`src/rtl/dm_port_arbiter_if.sv`:
```
// Bus bundle for the data-memory port arbiter: the CPU load/store port,
// the debug/loader port, the shared DataMemory port and the busy flag.
// The arbiter uses the slave modport; requesters and memory use master.
interface dm_port_arbiter_if #(
    parameter int DATA_W = 16,
    parameter int ADDR_W = 3
);
    // CPU load/store port
    logic              cpu_req;
    logic              cpu_we;
    logic [ADDR_W-1:0] cpu_addr;
    logic [DATA_W-1:0] cpu_wdata;
    logic              cpu_ack;
    logic [DATA_W-1:0] cpu_rdata;

    // Debug/loader port
    logic              dbg_req;
    logic              dbg_we;
    logic [ADDR_W-1:0] dbg_addr;
    logic [DATA_W-1:0] dbg_wdata;
    logic              dbg_ack;
    logic [DATA_W-1:0] dbg_rdata;

    // Shared memory port
    logic              dm_we;
    logic [ADDR_W-1:0] dm_addr;
    logic [DATA_W-1:0] dm_wdata;
    logic [DATA_W-1:0] dm_rdata;

    logic              busy;

    modport master (
        output cpu_req, cpu_we, cpu_addr, cpu_wdata,
        input  cpu_ack, cpu_rdata,
        output dbg_req, dbg_we, dbg_addr, dbg_wdata,
        input  dbg_ack, dbg_rdata,
        input  dm_we, dm_addr, dm_wdata,
        output dm_rdata,
        input  busy
    );

    modport slave (
        input  cpu_req, cpu_we, cpu_addr, cpu_wdata,
        output cpu_ack, cpu_rdata,
        input  dbg_req, dbg_we, dbg_addr, dbg_wdata,
        output dbg_ack, dbg_rdata,
        output dm_we, dm_addr, dm_wdata,
        input  dm_rdata,
        output busy
    );
endinterface

```
`src/rtl/dm_port_arbiter.sv`:
```
// Two-port arbiter in front of the single DataMemory port. The CPU has
// fixed priority; an aging counter lets the debug port win after MAX_WAIT
// lost arbitrations. Each access runs IDLE -> ACCESS -> RESP, with a
// one-cycle acknowledge to the owning port in RESP.
module dm_port_arbiter #(
    parameter int DATA_W   = 16,
    parameter int ADDR_W   = 3,
    parameter int MAX_WAIT = 4
) (
    input  logic             CLK,
    input  logic             RST,
    dm_port_arbiter_if.slave bus
);

    typedef enum logic [1:0] {
        IDLE   = 2'd0,
        ACCESS = 2'd1,
        RESP   = 2'd2
    } state_t;

    localparam logic [3:0] MAX_WAIT_C = 4'(MAX_WAIT);
    localparam logic       OWN_CPU    = 1'b0;
    localparam logic       OWN_DBG    = 1'b1;

    state_t            state_r;
    logic              owner_r;
    logic [3:0]        wait_cnt_r;
    logic              cpu_ack_r;
    logic              dbg_ack_r;
    logic [DATA_W-1:0] cpu_rdata_r;
    logic [DATA_W-1:0] dbg_rdata_r;
    logic              dm_we_r;
    logic [ADDR_W-1:0] dm_addr_r;
    logic [DATA_W-1:0] dm_wdata_r;
    logic              busy_r;

    logic              dbg_wins_s;
    logic [3:0]        wait_inc_s;

    // Winner selection and the saturating aged wait count for the next decision
    always_comb begin
        dbg_wins_s = 1'b0;
        wait_inc_s = wait_cnt_r;
        if (bus.dbg_req && (!bus.cpu_req || (wait_cnt_r == MAX_WAIT_C))) begin
            dbg_wins_s = 1'b1;
        end else begin
            dbg_wins_s = 1'b0;
        end
        if (wait_cnt_r >= MAX_WAIT_C) begin
            wait_inc_s = MAX_WAIT_C;
        end else begin
            wait_inc_s = wait_cnt_r + 4'd1;
        end
    end

    // Access sequencer: decide in IDLE, drive memory in ACCESS, acknowledge in RESP
    always_ff @(posedge CLK or posedge RST) begin
        if (RST) begin
            state_r     <= IDLE;
            owner_r     <= OWN_CPU;
            wait_cnt_r  <= 4'd0;
            cpu_ack_r   <= 1'b0;
            dbg_ack_r   <= 1'b0;
            cpu_rdata_r <= {DATA_W{1'b0}};
            dbg_rdata_r <= {DATA_W{1'b0}};
            dm_we_r     <= 1'b0;
            dm_addr_r   <= {ADDR_W{1'b0}};
            dm_wdata_r  <= {DATA_W{1'b0}};
            busy_r      <= 1'b0;
        end else begin
            case (state_r)
                IDLE: begin
                    cpu_ack_r <= 1'b0;
                    dbg_ack_r <= 1'b0;
                    if (dbg_wins_s) begin
                        owner_r    <= OWN_DBG;
                        dm_we_r    <= bus.dbg_we;
                        dm_addr_r  <= bus.dbg_addr;
                        dm_wdata_r <= bus.dbg_wdata;
                        wait_cnt_r <= 4'd0;
                        busy_r     <= 1'b1;
                        state_r    <= ACCESS;
                    end else if (bus.cpu_req) begin
                        owner_r    <= OWN_CPU;
                        dm_we_r    <= bus.cpu_we;
                        dm_addr_r  <= bus.cpu_addr;
                        dm_wdata_r <= bus.cpu_wdata;
                        // Debug lost this round only if it was actually asking
                        wait_cnt_r <= bus.dbg_req ? wait_inc_s : 4'd0;
                        busy_r     <= 1'b1;
                        state_r    <= ACCESS;
                    end else begin
                        // No request at all, so dbg_req is low here
                        wait_cnt_r <= 4'd0;
                        state_r    <= IDLE;
                    end
                end
                ACCESS: begin
                    // The write (if any) commits on this edge; reads capture dm_rdata
                    dm_we_r <= 1'b0;
                    if (owner_r == OWN_DBG) begin
                        dbg_ack_r <= 1'b1;
                        cpu_ack_r <= 1'b0;
                        if (!dm_we_r) begin
                            dbg_rdata_r <= bus.dm_rdata;
                        end else begin
                            dbg_rdata_r <= dbg_rdata_r;
                        end
                    end else begin
                        cpu_ack_r <= 1'b1;
                        dbg_ack_r <= 1'b0;
                        if (!dm_we_r) begin
                            cpu_rdata_r <= bus.dm_rdata;
                        end else begin
                            cpu_rdata_r <= cpu_rdata_r;
                        end
                    end
                    state_r <= RESP;
                end
                RESP: begin
                    cpu_ack_r <= 1'b0;
                    dbg_ack_r <= 1'b0;
                    busy_r    <= 1'b0;
                    state_r   <= IDLE;
                end
                default: begin
                    cpu_ack_r <= 1'b0;
                    dbg_ack_r <= 1'b0;
                    dm_we_r   <= 1'b0;
                    busy_r    <= 1'b0;
                    state_r   <= IDLE;
                end
            endcase
        end
    end

    assign bus.cpu_ack   = cpu_ack_r;
    assign bus.cpu_rdata = cpu_rdata_r;
    assign bus.dbg_ack   = dbg_ack_r;
    assign bus.dbg_rdata = dbg_rdata_r;
    assign bus.dm_we     = dm_we_r;
    assign bus.dm_addr   = dm_addr_r;
    assign bus.dm_wdata  = dm_wdata_r;
    assign bus.busy      = busy_r;

endmodule
```
`src/flat_wrapper.sv`:
```
// flat-port wrapper written by rule: the top's interface ports become plain ports
module dm_port_arbiter_flat 
#(
    parameter int DATA_W   = 16,
    parameter int ADDR_W   = 3,
    parameter int MAX_WAIT = 4
)
  (CLK, RST, bus_cpu_req, bus_cpu_we, bus_cpu_addr, bus_cpu_wdata, bus_cpu_ack, bus_cpu_rdata, bus_dbg_req, bus_dbg_we, bus_dbg_addr, bus_dbg_wdata, bus_dbg_ack, bus_dbg_rdata, bus_dm_we, bus_dm_addr, bus_dm_wdata, bus_dm_rdata, bus_busy);
  dm_port_arbiter_if #(.DATA_W(DATA_W), .ADDR_W(ADDR_W)) bus_i ();
  input  logic CLK;
  input  logic RST;
  input wire logic [$bits(bus_i.cpu_req)-1:0] bus_cpu_req;
  input wire logic [$bits(bus_i.cpu_we)-1:0] bus_cpu_we;
  input wire logic [$bits(bus_i.cpu_addr)-1:0] bus_cpu_addr;
  input wire logic [$bits(bus_i.cpu_wdata)-1:0] bus_cpu_wdata;
  output wire logic [$bits(bus_i.cpu_ack)-1:0] bus_cpu_ack;
  output wire logic [$bits(bus_i.cpu_rdata)-1:0] bus_cpu_rdata;
  input wire logic [$bits(bus_i.dbg_req)-1:0] bus_dbg_req;
  input wire logic [$bits(bus_i.dbg_we)-1:0] bus_dbg_we;
  input wire logic [$bits(bus_i.dbg_addr)-1:0] bus_dbg_addr;
  input wire logic [$bits(bus_i.dbg_wdata)-1:0] bus_dbg_wdata;
  output wire logic [$bits(bus_i.dbg_ack)-1:0] bus_dbg_ack;
  output wire logic [$bits(bus_i.dbg_rdata)-1:0] bus_dbg_rdata;
  output wire logic [$bits(bus_i.dm_we)-1:0] bus_dm_we;
  output wire logic [$bits(bus_i.dm_addr)-1:0] bus_dm_addr;
  output wire logic [$bits(bus_i.dm_wdata)-1:0] bus_dm_wdata;
  input wire logic [$bits(bus_i.dm_rdata)-1:0] bus_dm_rdata;
  output wire logic [$bits(bus_i.busy)-1:0] bus_busy;
  assign bus_i.cpu_req = bus_cpu_req;
  assign bus_i.cpu_we = bus_cpu_we;
  assign bus_i.cpu_addr = bus_cpu_addr;
  assign bus_i.cpu_wdata = bus_cpu_wdata;
  assign bus_cpu_ack = bus_i.cpu_ack;
  assign bus_cpu_rdata = bus_i.cpu_rdata;
  assign bus_i.dbg_req = bus_dbg_req;
  assign bus_i.dbg_we = bus_dbg_we;
  assign bus_i.dbg_addr = bus_dbg_addr;
  assign bus_i.dbg_wdata = bus_dbg_wdata;
  assign bus_dbg_ack = bus_i.dbg_ack;
  assign bus_dbg_rdata = bus_i.dbg_rdata;
  assign bus_dm_we = bus_i.dm_we;
  assign bus_dm_addr = bus_i.dm_addr;
  assign bus_dm_wdata = bus_i.dm_wdata;
  assign bus_i.dm_rdata = bus_dm_rdata;
  assign bus_busy = bus_i.busy;
  dm_port_arbiter #(.DATA_W(DATA_W), .ADDR_W(ADDR_W), .MAX_WAIT(MAX_WAIT)) u_core (.CLK(CLK), .RST(RST), .bus(bus_i));
endmodule
```
`config.mk`:
```
export PLATFORM = sky130hd
export DESIGN_NAME = dm_port_arbiter_flat
export DESIGN_NICKNAME = d
export VERILOG_FILES = /design/src/rtl/dm_port_arbiter_if.sv /design/src/rtl/dm_port_arbiter.sv /design/src/flat_wrapper.sv
export SDC_FILE = /design/constraint.sdc
export NUM_CORES = 1
export LEC_CHECK = 0
export ABC_AREA = 0
export BUFFER_PORTS_ARGS = -buffer_cell sky130_fd_sc_hd__clkbuf_2
export CAP_MARGIN = 0
export CORE_MARGIN = 2
export CORE_UTILIZATION = 48
export CTS_CLUSTER_SIZE = 20
export DETAILED_ROUTE_END_ITERATION = 6
export PLACE_DENSITY = 0.87
export SLEW_MARGIN = 10
export SYNTH_ARGS = -nofsm -noshare
export SYNTH_HDL_FRONTEND = slang
export SYNTH_SLANG_ARGS = --single-unit
export TNS_END_PERCENT = 10
```
`constraint.sdc`:
```
create_clock -name CLK -period 2.1 [get_ports CLK]
set_input_delay 0.21 -clock CLK [delete_from_list [all_inputs] [get_ports CLK]]
set_output_delay 0.21 -clock CLK [all_outputs]
set_load 0.05 [all_outputs]
```
==> results.yml <==
run_status:
  status: "finished, final reports clean"
setup_path:
  crit_fanout: 16
  worstSetupPathType: "flop to flop"
  reg2reg_from: "u_core.state_r[1]"
  cp_top_family: "simple AND/OR/NAND/NOR gates"
  cp_cell_sequence: "and3b_1, nor2b_4, mux2_2"
  path_buf_inv: 0
  cp-startpoint: "u_core.state_r[1]"
  cp_slowest_cell: "nor2b_4"
  cpPeakStageDelay_ps: 520
  required_ps: 2300
  startpoint_type: "flop"
  crit_arrival_ps: 1920
  cp-end-kind: "flop"
global_routing:
  globalRouteOverflowTotal: 0
  grt_max_degree: 39
  grt_pass1_wl_um: 10340
  grt_pass1_vias: 2270
  antenna_found_initial: 0
  grt.total_usage: 0.2049
final_layout:
  antennaDiodeCount: 0
  syn_to_final_growth_pct: 29.53
  drive_gt1_frac: 0.5330
  finalNonFillerCells: 421
  layout.nets: 407
  final_cell_mix: "114 x clkbuf_2, 62 x dfrtp_1, 22 x mux2_2"
  fin_util: 0.6517
  final_common_cell: "clkbuf_2"
drt:
  ant_nets: 0
  drcViolationCount: 0
  wl_per_cell_um: 14.89
  wl_met2_um: 3020
  first_iter_violations: 82
  num_vias: 2242
  viasPerCell: 5.325
  wl_met1_um: 2742
  wl_met3_um: 448
  top_layer_used: "met4"
  finalWirelength_um: 6267
  dr.pass1.iters: 4
synth:
  yosysTopAreaCellShare: 0.5499
  synthesis.instances: 231
  ys_seq_area_frac: 0.5499
  syn-cell-area_um2: 2821
  ys_warn_count: 0
  synthTopCellsByArea: "dfrtp_1 55%, mux2_2 8.8%, a21bo_2 5.3%, mux2_4 5.3%, a31oi_1 4.4%"
  synth_top_cell_by_area: "dfrtp_1"
  syn_avg_cell_area_um2: 12.21
  ys_types: 33
  synth_seq_cells: 62
  syn_nets: 293
min_path:
  min_from: "bus_dm_rdata[11]"
  hp-class: "primary input to flop"
pwr:
  p_clk_frac: 0.156
  power_switching_uw: 3476
  combPwrFrac: 0.537
  p_seq_frac: 0.307
  leakagePower_uw: 0.001818
  peakVddDrop_uv: 1056
  internal_power_uw: 3465
  switching_share: 0.5008
  finalPower_uw: 6941
  p_per_area_nw_per_um2: 1899
floorplan:
  initial_core_util: 0.5031
  die-area_um2: 6508
  die_h_um: 80.67
  die_width_um: 80.67
  boundaryPins: 115
  rows: 27
  core_um2: 5608
timing:
  min_period_ps: 1713
  max_freq_ghz: 0.5838
  hold_viol: 0
  tns_ps: 0
  tightest_slew_ps: 587.8
  setup_viol: 0
  hold_ws_ps: 131.5
  clock_skew_ps: 7.451
  finalCritPeriodShare: 0.8157
  rsz0062_at_grt: "false"
  slew_violations: 0
  relSlewSlack: 0.6073
clock_tree:
  insertion_delay_ps: 320
  clock_sinks: 62
  clock-root-buffer: "clkbuf_8"
  numCtsBuffers: 9
  clockBufferDepth: 2
  cts.clk_slew.worst_paths_ps: 70
  cts_max_level: 3
  post-cts-setup-buffer-count: 0
  cts_tree: "yes"
place:
  routabilityCongestion: 0.7699
  io_buffers: 114
  hpwlAfterDp_um: 4503
  dpl.cell_count: 405
job:
  drv_cap: 0
## registers in the layout (all words and copies together), names as in the netlist
name and count:
u_core.bus.busy 1, u_core.bus.cpu_ack 1, u_core.bus.cpu_rdata 16, u_core.bus.dbg_ack 1
u_core.bus.dbg_rdata 16, u_core.bus.dm_addr 3, u_core.bus.dm_wdata 16, u_core.bus.dm_we 1
u_core.owner_r 1, u_core.state_r 2, u_core.wait_cnt_r 4
## Yosys cell counts
| cell type | instances |
|---|---|
| buf_6 | 3 |
| o21ai_0 | 2 |
| mux2_1 | 1 |
| mux2i_1 | 1 |
| nand2_1 | 6 |
| and3b_1 | 1 |
| a21oi_1 | 21 |
| a21bo_2 | 15 |
| and2_1 | 1 |
| o31ai_1 | 1 |
| nand4b_1 | 1 |
| ha_1 | 2 |
| inv_1 | 5 |
| nand2b_1 | 3 |
| clkbuf_1 | 9 |
| buf_2 | 6 |
| mux2_4 | 10 |
| mux2_2 | 22 |
| a21bo_1 | 4 |
| nor2_1 | 6 |
| or2_2 | 1 |
| o221a_2 | 1 |
| nor2b_4 | 1 |
| o22ai_1 | 1 |
| dfrtp_1 | 62 |
| or2_1 | 1 |
| or3_1 | 1 |
| a31oi_1 | 20 |
| o211ai_1 | 1 |
| a21o_1 | 1 |
| nand3_1 | 19 |
| nor3_4 | 1 |
| nand3b_1 | 1 |
## power groups by stage
| stage | combinational (uW) | clock (uW) | sequential [uW] |
|---|---|---|---|
| finish | 3730 | 1080 | 2130 |
| global route | 3930 | 1170 | 2200 |
| CTS | 3760 | 1110 | 2130 |
| detailed placement | 3760 | 0 | 2140 |
| global placement | 3680 | 0 | 2110 |
| floorplan | 1070 | 0 | 3960 |
## final cells by class
type | count | area (um2)
flip-flops and latches | 62 | 1551
clock inverters | 5 | 75.07
fillers | 455 | 1953
multi-input cells | 146 | 1154
repair buffers | 121 | 638.1
clock buffers | 10 | 127.6
well taps | 72 | 90.09
inverters | 5 | 18.77
## cell families after synthesis
logic type / after synthesis / synth area share
buf+inv: 23 / 0.04124
mux: 34 / 0.1486
simple gates: 43 / 0.08471
flops: 62 / 0.5499
fa+ha+maj: 2 / 0.008868
compound gates: 67 / 0.1667
## worst paths after layout
check | end | slack [ps] | cells past startpoint
max in group asynchronous | u_core.bus.dm_wdata[1] | 1020 | 4
setup / recovery | u_core.bus.dbg_rdata[4] | 390 | 3
hold / removal | u_core.bus.dbg_rdata[11] | 130 | 2
hold reg to reg | u_core.bus.cpu_rdata[2] | 500 | 1
setup reg to reg | u_core.bus.dbg_rdata[4] | 390 | 3
min in group asynchronous | u_core.bus.cpu_rdata[15] | 490 | 3
## per-layer routing
metal,vias to the layer above,GRT usage
li1,1061,-
met2,93,0.3467
met3,6,0.05393
met1,1082,0.2520
met4,0,0.07288
met5,-,0
## per-stage QoR
step	setup slack [ps]	area, um2
2_1_floorplan	348.6	2821
3_3_place_gp	444.1	3442
3_5_place_dp	375.5	3442
4_1_cts	374.1	3655
5_1_grt	319.5	3655
6_report	387.1	3655
## what timing repair did
item | CTS | global route
hold endpoints to repair | 26 | 0
gates resized for setup | 0 | 0
hold buffers | 1 | 0
endpoints found under the setup margin | 0 | 0
No activity file was read; power rests on OpenSTA's default activity.
